--- config.mk ---
export PLATFORM = sky130hd
export DESIGN_NAME = alu_arbiter_flat
export DESIGN_NICKNAME = d
export VERILOG_FILES = /design/src/rtl/alu_arbiter_if.sv /design/src/rtl/alu_arbiter.sv /design/src/flat_wrapper.sv
export SDC_FILE = /design/constraint.sdc
export NUM_CORES = 1
export LEC_CHECK = 0
export CORE_MARGIN = 1.5
export CORE_UTILIZATION = 38
export CTS_CLUSTER_SIZE = 8
export DETAILED_ROUTE_END_ITERATION = 7
export GPL_TIMING_DRIVEN = 0
export PLACE_DENSITY = 0.85
export SKIP_CTS_REPAIR_TIMING = 1
export SYNTH_ARGS = -nofsm -noshare
export SYNTH_HDL_FRONTEND = slang
export SYNTH_SLANG_ARGS = --single-unit
export TNS_END_PERCENT = 30
--- constraint.sdc ---
create_clock -name ck -period 2.95 [get_ports ck]
set_input_delay 0.4425 -clock ck [delete_from_list [all_inputs] [get_ports ck]]
set_output_delay 0.4425 -clock ck [all_outputs]
set_load 0.05 [all_outputs]
--- src/rtl/alu_arbiter_if.sv ---
`default_nettype none
// ============================================================================
// Module   : alu_arbiter_if
// Brief    : Requester-side handshake bundle for one alu_arbiter port.
// Revision : 1.0 - initial release
// ============================================================================
interface alu_arbiter_if #(
  parameter int W = 8
);
  logic         req_valid;
  logic         req_ready;
  logic [W-1:0] req_a;
  logic [W-1:0] req_b;
  logic [3:0]   req_op;
  logic         rsp_valid;
  logic [W-1:0] rsp_data;
  logic         rsp_err;

  modport master (
    output req_valid, req_a, req_b, req_op,
    input  req_ready, rsp_valid, rsp_data, rsp_err
  );

  modport slave (
    input  req_valid, req_a, req_b, req_op,
    output req_ready, rsp_valid, rsp_data, rsp_err
  );
endinterface
`default_nettype wire

--- src/rtl/alu_arbiter.sv ---
`default_nettype none
// ============================================================================
// Module   : alu_arbiter
// Brief    : Round-robin sharing of one pipelined ALU between two requesters.
// Revision : 1.0 - initial release
// ============================================================================
module alu_arbiter #(
  parameter int W       = 8,
  parameter int ALU_LAT = 2,
  parameter int MAX_OUT = 2
) (
  input  logic          ck,
  input  logic          rst,
  alu_arbiter_if.slave  port0,
  alu_arbiter_if.slave  port1,
  output logic [W-1:0]  alu_a,
  output logic [W-1:0]  alu_b,
  output logic [3:0]    alu_ctr,
  input  logic [W-1:0]  alu_o
);
  localparam int CW = $clog2(MAX_OUT + 1);
  localparam logic [CW-1:0] C_MAX = CW'(MAX_OUT);

  logic [CW-1:0]      cnt0, cnt1;
  logic               prio;
  logic               elig0, elig1, grant0, grant1;
  logic               issue_res;
  logic [ALU_LAT-1:0] tag_v, tag_p, tag_r;
  logic               last_v, last_p, last_r;
  logic               done0, done1;
  logic               rsp0_valid, rsp1_valid, rsp0_err, rsp1_err;
  logic [W-1:0]       rsp0_data, rsp1_data;

  assign elig0  = port0.req_valid && (cnt0 < C_MAX);
  assign elig1  = port1.req_valid && (cnt1 < C_MAX);
  // prio==0 favours port 0 on a tie
  assign grant0 = elig0 && (!elig1 || !prio);
  assign grant1 = elig1 && (!elig0 || prio);

  assign port0.req_ready = grant0;
  assign port1.req_ready = grant1;

  always_comb begin
    alu_a   = '0;
    alu_b   = '0;
    alu_ctr = 4'b0000;
    if (grant0) begin
      alu_a   = port0.req_a;
      alu_b   = port0.req_b;
      alu_ctr = port0.req_op;
    end else if (grant1) begin
      alu_a   = port1.req_a;
      alu_b   = port1.req_b;
      alu_ctr = port1.req_op;
    end
  end

  assign issue_res = alu_ctr inside {[4'b0010:4'b0111]};

  assign last_v = tag_v[ALU_LAT-1];
  assign last_p = tag_p[ALU_LAT-1];
  assign last_r = tag_r[ALU_LAT-1];
  assign done0  = last_v && !last_p;
  assign done1  = last_v && last_p;

  always_ff @(posedge ck) begin
    if (rst) begin
      tag_v      <= '0;
      tag_p      <= '0;
      tag_r      <= '0;
      cnt0       <= '0;
      cnt1       <= '0;
      prio       <= 1'b0;
      rsp0_valid <= 1'b0;
      rsp1_valid <= 1'b0;
      rsp0_data  <= '0;
      rsp1_data  <= '0;
      rsp0_err   <= 1'b0;
      rsp1_err   <= 1'b0;
    end else begin
      tag_v[0] <= grant0 || grant1;
      tag_p[0] <= grant1;
      tag_r[0] <= issue_res;
      for (int s = 1; s < ALU_LAT; s++) begin
        tag_v[s] <= tag_v[s-1];
        tag_p[s] <= tag_p[s-1];
        tag_r[s] <= tag_r[s-1];
      end

      rsp0_valid <= done0;
      rsp1_valid <= done1;
      if (done0) begin
        rsp0_data <= last_r ? '0 : alu_o;
        rsp0_err  <= last_r;
      end
      if (done1) begin
        rsp1_data <= last_r ? '0 : alu_o;
        rsp1_err  <= last_r;
      end

      // issue and retire on the same edge cancel out
      cnt0 <= cnt0 + CW'(grant0) - CW'(done0);
      cnt1 <= cnt1 + CW'(grant1) - CW'(done1);

      if (grant0)      prio <= 1'b1;
      else if (grant1) prio <= 1'b0;
    end
  end

  assign port0.rsp_valid = rsp0_valid;
  assign port0.rsp_data  = rsp0_data;
  assign port0.rsp_err   = rsp0_err;
  assign port1.rsp_valid = rsp1_valid;
  assign port1.rsp_data  = rsp1_data;
  assign port1.rsp_err   = rsp1_err;
endmodule
`default_nettype wire

--- src/flat_wrapper.sv ---
// flat-port wrapper written by rule: the top's interface ports become plain ports
module alu_arbiter_flat 
#(
  parameter int W       = 8,
  parameter int ALU_LAT = 2,
  parameter int MAX_OUT = 2
)
  (ck, rst, alu_a, alu_b, alu_ctr, alu_o, port0_req_valid, port0_req_a, port0_req_b, port0_req_op, port0_req_ready, port0_rsp_valid, port0_rsp_data, port0_rsp_err, port1_req_valid, port1_req_a, port1_req_b, port1_req_op, port1_req_ready, port1_rsp_valid, port1_rsp_data, port1_rsp_err);
  alu_arbiter_if #(.W(W)) port0_i ();
  alu_arbiter_if #(.W(W)) port1_i ();
  input  logic ck;
  input  logic rst;
  output logic [W-1:0] alu_a;
  output logic [W-1:0] alu_b;
  output logic [3:0] alu_ctr;
  input  logic [W-1:0] alu_o;
  input wire logic [$bits(port0_i.req_valid)-1:0] port0_req_valid;
  input wire logic [$bits(port0_i.req_a)-1:0] port0_req_a;
  input wire logic [$bits(port0_i.req_b)-1:0] port0_req_b;
  input wire logic [$bits(port0_i.req_op)-1:0] port0_req_op;
  output wire logic [$bits(port0_i.req_ready)-1:0] port0_req_ready;
  output wire logic [$bits(port0_i.rsp_valid)-1:0] port0_rsp_valid;
  output wire logic [$bits(port0_i.rsp_data)-1:0] port0_rsp_data;
  output wire logic [$bits(port0_i.rsp_err)-1:0] port0_rsp_err;
  input wire logic [$bits(port1_i.req_valid)-1:0] port1_req_valid;
  input wire logic [$bits(port1_i.req_a)-1:0] port1_req_a;
  input wire logic [$bits(port1_i.req_b)-1:0] port1_req_b;
  input wire logic [$bits(port1_i.req_op)-1:0] port1_req_op;
  output wire logic [$bits(port1_i.req_ready)-1:0] port1_req_ready;
  output wire logic [$bits(port1_i.rsp_valid)-1:0] port1_rsp_valid;
  output wire logic [$bits(port1_i.rsp_data)-1:0] port1_rsp_data;
  output wire logic [$bits(port1_i.rsp_err)-1:0] port1_rsp_err;
  assign port0_i.req_valid = port0_req_valid;
  assign port0_i.req_a = port0_req_a;
  assign port0_i.req_b = port0_req_b;
  assign port0_i.req_op = port0_req_op;
  assign port0_req_ready = port0_i.req_ready;
  assign port0_rsp_valid = port0_i.rsp_valid;
  assign port0_rsp_data = port0_i.rsp_data;
  assign port0_rsp_err = port0_i.rsp_err;
  assign port1_i.req_valid = port1_req_valid;
  assign port1_i.req_a = port1_req_a;
  assign port1_i.req_b = port1_req_b;
  assign port1_i.req_op = port1_req_op;
  assign port1_req_ready = port1_i.req_ready;
  assign port1_rsp_valid = port1_i.rsp_valid;
  assign port1_rsp_data = port1_i.rsp_data;
  assign port1_rsp_err = port1_i.rsp_err;
  alu_arbiter #(.W(W), .ALU_LAT(ALU_LAT), .MAX_OUT(MAX_OUT)) u_core (.ck(ck), .rst(rst), .port0(port0_i), .port1(port1_i), .alu_a(alu_a), .alu_b(alu_b), .alu_ctr(alu_ctr), .alu_o(alu_o));
endmodule
Yosys cells after proc, flatten, opt, wreduce, memory -nomap -nowiden
Index checks and enable logic that the tools add are counted.
W data, S select, Z words.
{ "totals": {"regBits": 31, "wordCells": 44, "out_inout_bits": 42, "inputBits": 52} }
{ "classes": {"n_lt_le_gt_ge": 4, "reduce_logical": 15, "add_sub_neg": 4, "muxes": 9} }
{ "ops": {"columns": ["operator", "count"], "rows": [
  ["$mux W8", 5],
  ["$mux W4", 2],
  ["$logic_and A1 B1 Y1", 7],
  ["$add A2 B1 Y2", 2],
  ["$ge A4 B2 Y1 const B", 1],
  ["$le A4 B3 Y1 const B", 1],
  ["$logic_not A1 Y1", 4],
  ["$lt A2 B2 Y1 const B", 2],
  ["$sub A2 B1 Y2", 2],
  ["$logic_or A1 B1 Y1", 3],
  ["$mux W1", 2],
  ["$reduce_bool A2 Y1", 1]
]} }

Longest topological paths before layout
{ "depth": {"ltp_word": 9, "depth_mapped": 9} }

Least setup slack after synthesis
Ideal clock, no wire load.
{ "synth_timing": {"path_kind": "input to output", "from": "input port0_req_valid", "to": "output alu_b[2]", "path_buffers": 1, "stages": 4, "arrival_ps": 1640, "setup_slack_ps": 867, "cell_sequence": "nor3b_2 > nor2_1 > buf_2 > a22o_1"} }
{ "synth_between": {"elab_chain_cells": 6, "word_cells_on_any_way": 7, "cone_classes": "mux (2); reduce/logical (5)"} }
{ "synth_lines": {"columns": ["item", "line", "source"], "rows": [
  ["start, declared", "flat_wrapper.sv:17", "input wire logic [$bits(port0_i.req_valid)-1:0] port0_req_valid;"],
  ["$logic_and A1 B1 Y1", "alu_arbiter.sv:34", "assign elig0 = port0.req_valid && (cnt0 < C_MAX);"],
  ["$logic_not A1 Y1", "alu_arbiter.sv:38", "assign grant1 = elig1 && (!elig0 || prio);"],
  ["$logic_or A1 B1 Y1", "alu_arbiter.sv:38", null],
  ["$logic_and A1 B1 Y1", "alu_arbiter.sv:38", null],
  ["via port1_req_ready", "flat_wrapper.sv:29", "output wire logic [$bits(port1_i.req_ready)-1:0] port1_req_ready;"],
  ["$mux W8", "alu_arbiter.sv:51", "end else if (grant1) begin"],
  ["$mux W8", "alu_arbiter.sv:47", "if (grant0) begin"],
  ["end, declared", "flat_wrapper.sv:14", "output logic [W-1:0] alu_b;"]
]} }
The timed path passes the listed nets, and every way through them passes these cells.

Worst setup path in the final report
{ "layout_timing": {"from": "input port0_req_valid", "to": "output port0_req_ready"} }
{ "layout_between": {"elab_chain_cells": 2} }
{ "layout_lines": {"columns": ["item", "line", "source"], "rows": [
  ["$logic_and A1 B1 Y1", "alu_arbiter.sv:34", null],
  ["$logic_and A1 B1 Y1", "alu_arbiter.sv:37", "assign grant0 = elig0 && (!elig1 || !prio);"],
  ["end, declared", "flat_wrapper.sv:21", "output wire logic [$bits(port0_i.req_ready)-1:0] port0_req_ready;"]
]} }
No other way between the ends.

==> metrics.cfg <==
[final_layout]
syn_to_final_growth_pct = 78.62
fillCellCount = 286
post-route-util = 0.7282
num-nets-final = 320
layout-drive-gt1-share = 0.07576
mostFrequentLayoutCell = clkdlybuf4s50_1
antennaDiodeCount = 0
final_cell_mix = clkdlybuf4s50_1 (73), nand2_1 (38), dfxtp_1 (31)

[sta]
skew_ns = 0.01162
fin_crit_ns = 2.848
timing.fmax_ghz = 0.3511
drv_slew = 0
relSlewSlack = 0.6430
setup_tns_ns = 0
setup_viol = 0
worstMarginPinSlew_ns = 0.5347
hold_viol = 0
finalCritPeriodShare = 0.9656
setup_slack_ns = 0.1015

[worst_setup_path]
rr_worst_depth = 9
worstPathArrival_ns = 2.41
endpoint_kind = output port
timing.rr.end = u_core.cnt1[1]
cp-startpoint = port0_req_valid
path_class = primary input to output port
critical_path.max_fanout = 10
startpoint_type = primary input
crit_required_ns = 2.51
worstReg2RegStart = u_core.cnt0[1]
ff2ff_setup_slack_ns = 1.17

[place]
gp_congestion = 0.7513
dp_hpwl_um = 3051
dp_slack_ns = -0.07599
io_buffers = 93

[outcome]
outcome = finished, final reports clean

[detailed_routing]
num_vias = 1500
drtIter0Drc = 136
postRouteAntennaNets = 0
drt-total-wl_um = 3877
dr.pass1.iters = 4
vias_per_cell = 4.839
wire_per_inst_um = 12.51
drc = 0

[synth]
ys_seq_elements = 31
syn-num-nets = 220
synth_cell_type_count = 24
yosysWarnings = 0
netlist_instances = 164
yosysSeqAreaShare = 0.4456
synth_top_cell_by_area = dfxtp_1
synth_top_cell_area_share = 0.4456
synth_area_leaders = dfxtp_1 (45%), a22o_1 (12%), nand2_1 (10%), a21oi_1 (6.8%), nor2b_1 (6.3%)
syn_avg_cell_area_um2 = 8.491
synth_area_um2 = 1393

[min_path]
hold_start = u_core.tag_v[0]
worstHoldEndpoint = u_core.tag_v[1]
hold_class = flip-flop to flip-flop
hold_depth = 1

[cts]
clk_pin_slew_worst_paths_ns = 0.09
cts_tree = yes
cts_root_buf = clkbuf_4
h-tree-depth = 2
clk_latency_ns = 0.33
clk_path_buf_depth = 2
cts_buffers = 5
cts_sinks = 31

[die]
core_area_um2 = 3416
dieArea_um2 = 4037
start_util = 0.4077
placementRows = 21
die_h_um = 63.54
io_pins = 94
die_width_um = 63.54

[global_routing]
grt_max_degree = 11
grt_pass1_wl_um = 6582
antenna_found_initial = 0
grt_pass1_vias = 1488
overflow = 0
grt.total_usage = 0.2063

[power_and_ir_drop]
leakage_nw = 1.209
irDropWorstVdd_mv = 0.3386
p_per_area_nw_per_um2 = 572.5

[run]
cap_violations = 0

logic make-up (layout without fill, tap and decap cells):
kind of cell,Yosys count,in the layout,synth area share
and+or+nand+nor,67,67,0.2354
AOI/OAI and AO/OA,42,42,0.2102
DFF,31,31,0.4456
buffers and inverters,16,116,0.04762
adders and majority gates,4,4,0.03594
xor gates and xnor gates,4,4,0.02516
cell usage after synthesis:
master / instances
nand2_1: 38
nor2b_1: 14
xor2_1: 2
clkbuf_1: 2
dfxtp_1: 31
inv_1: 3
nor2_1: 8
inv_2: 4
a22o_1: 19
buf_1: 2
o2111ai_1: 1
ha_1: 4
a21oi_2: 1
buf_2: 5
o2bb2ai_1: 1
nor3b_2: 1
nand2b_1: 1
nand3b_1: 2
a21oi_1: 19
nand2b_4: 1
o21ai_0: 1
xnor2_1: 2
and3b_1: 1
or4_4: 1
layout make-up:
class                           instances  area, µm²  area share
Buffer                                  9      40.04     0.01610
Tap cell                               46      57.56     0.02314
Clock buffer                            6      51.30     0.02062
Multi-Input combinational cell        117      705.7      0.2837
Inverter                                7      26.28     0.01056
Timing Repair Buffer                   93      980.9      0.3944
Sequential cell                        31      620.6      0.2495
Clock inverter                          1      5.005    0.002012
power by group:
group          total (W)  internal, W  switching (W)
clock network   0.000245     0.000110       0.000135
logic           0.000697     0.000279       0.000419
registers       0.000481     0.000456      0.0000253
total            0.00142     0.000845       0.000579
state kept, by name (all words and copies together), names as in the netlist:
signal and flops:
u_core.port0.rsp_valid 1, u_core.port1.rsp_valid 1, u_core.prio 1, u_core.port1.rsp_err 1
u_core.tag_r 2, u_core.cnt1 2, u_core.port0.rsp_data 8, u_core.port1.rsp_data 8
u_core.cnt0 2, u_core.port0.rsp_err 1, u_core.tag_v 2, u_core.tag_p 2
worst max path at each step:
stage / cells after the start / endpoint
after CTS: 6 / alu_b[4]
after detailed placement: 6 / alu_a[3]
final: 6 / port0_req_ready
after floorplan: 4 / alu_b[2]
after global routing: 6 / port0_req_ready
after global placement: 6 / alu_a[2]
per-layer routing:
metal,vias to the layer above,GRT usage,wire [µm]
met5,-,0,0
met4,0,0.04076,53
met3,7,0.07321,232
met2,63,0.3500,1921
met1,678,0.2514,1670
li1,752,-,-
critical path: stages:
cell and delay [ns]:
clkdlybuf4s50_1 0.48, nor2b_1 0.22, nand2_1 0.14, inv_2 0.08, buf_2 0.20, clkdlybuf4s50_1 0.84
per-stage QoR:
stage / cells / power, W / hold WS, ns / cell area, µm²
3_5_place_dp: 303 / 0.001198 / 0.4264 / 2381
5_1_grt: 310 / 0.001504 / 0.4626 / 2487
3_3_place_gp: 303 / 0.001192 / 0.4163 / 2381
6_report: 310 / 0.001424 / 0.4413 / 2487
4_1_cts: 310 / 0.001445 / 0.4455 / 2437
2_1_floorplan: 164 / 0.0009487 / 0.4138 / 1393
(Power assumes the default switching activity.)
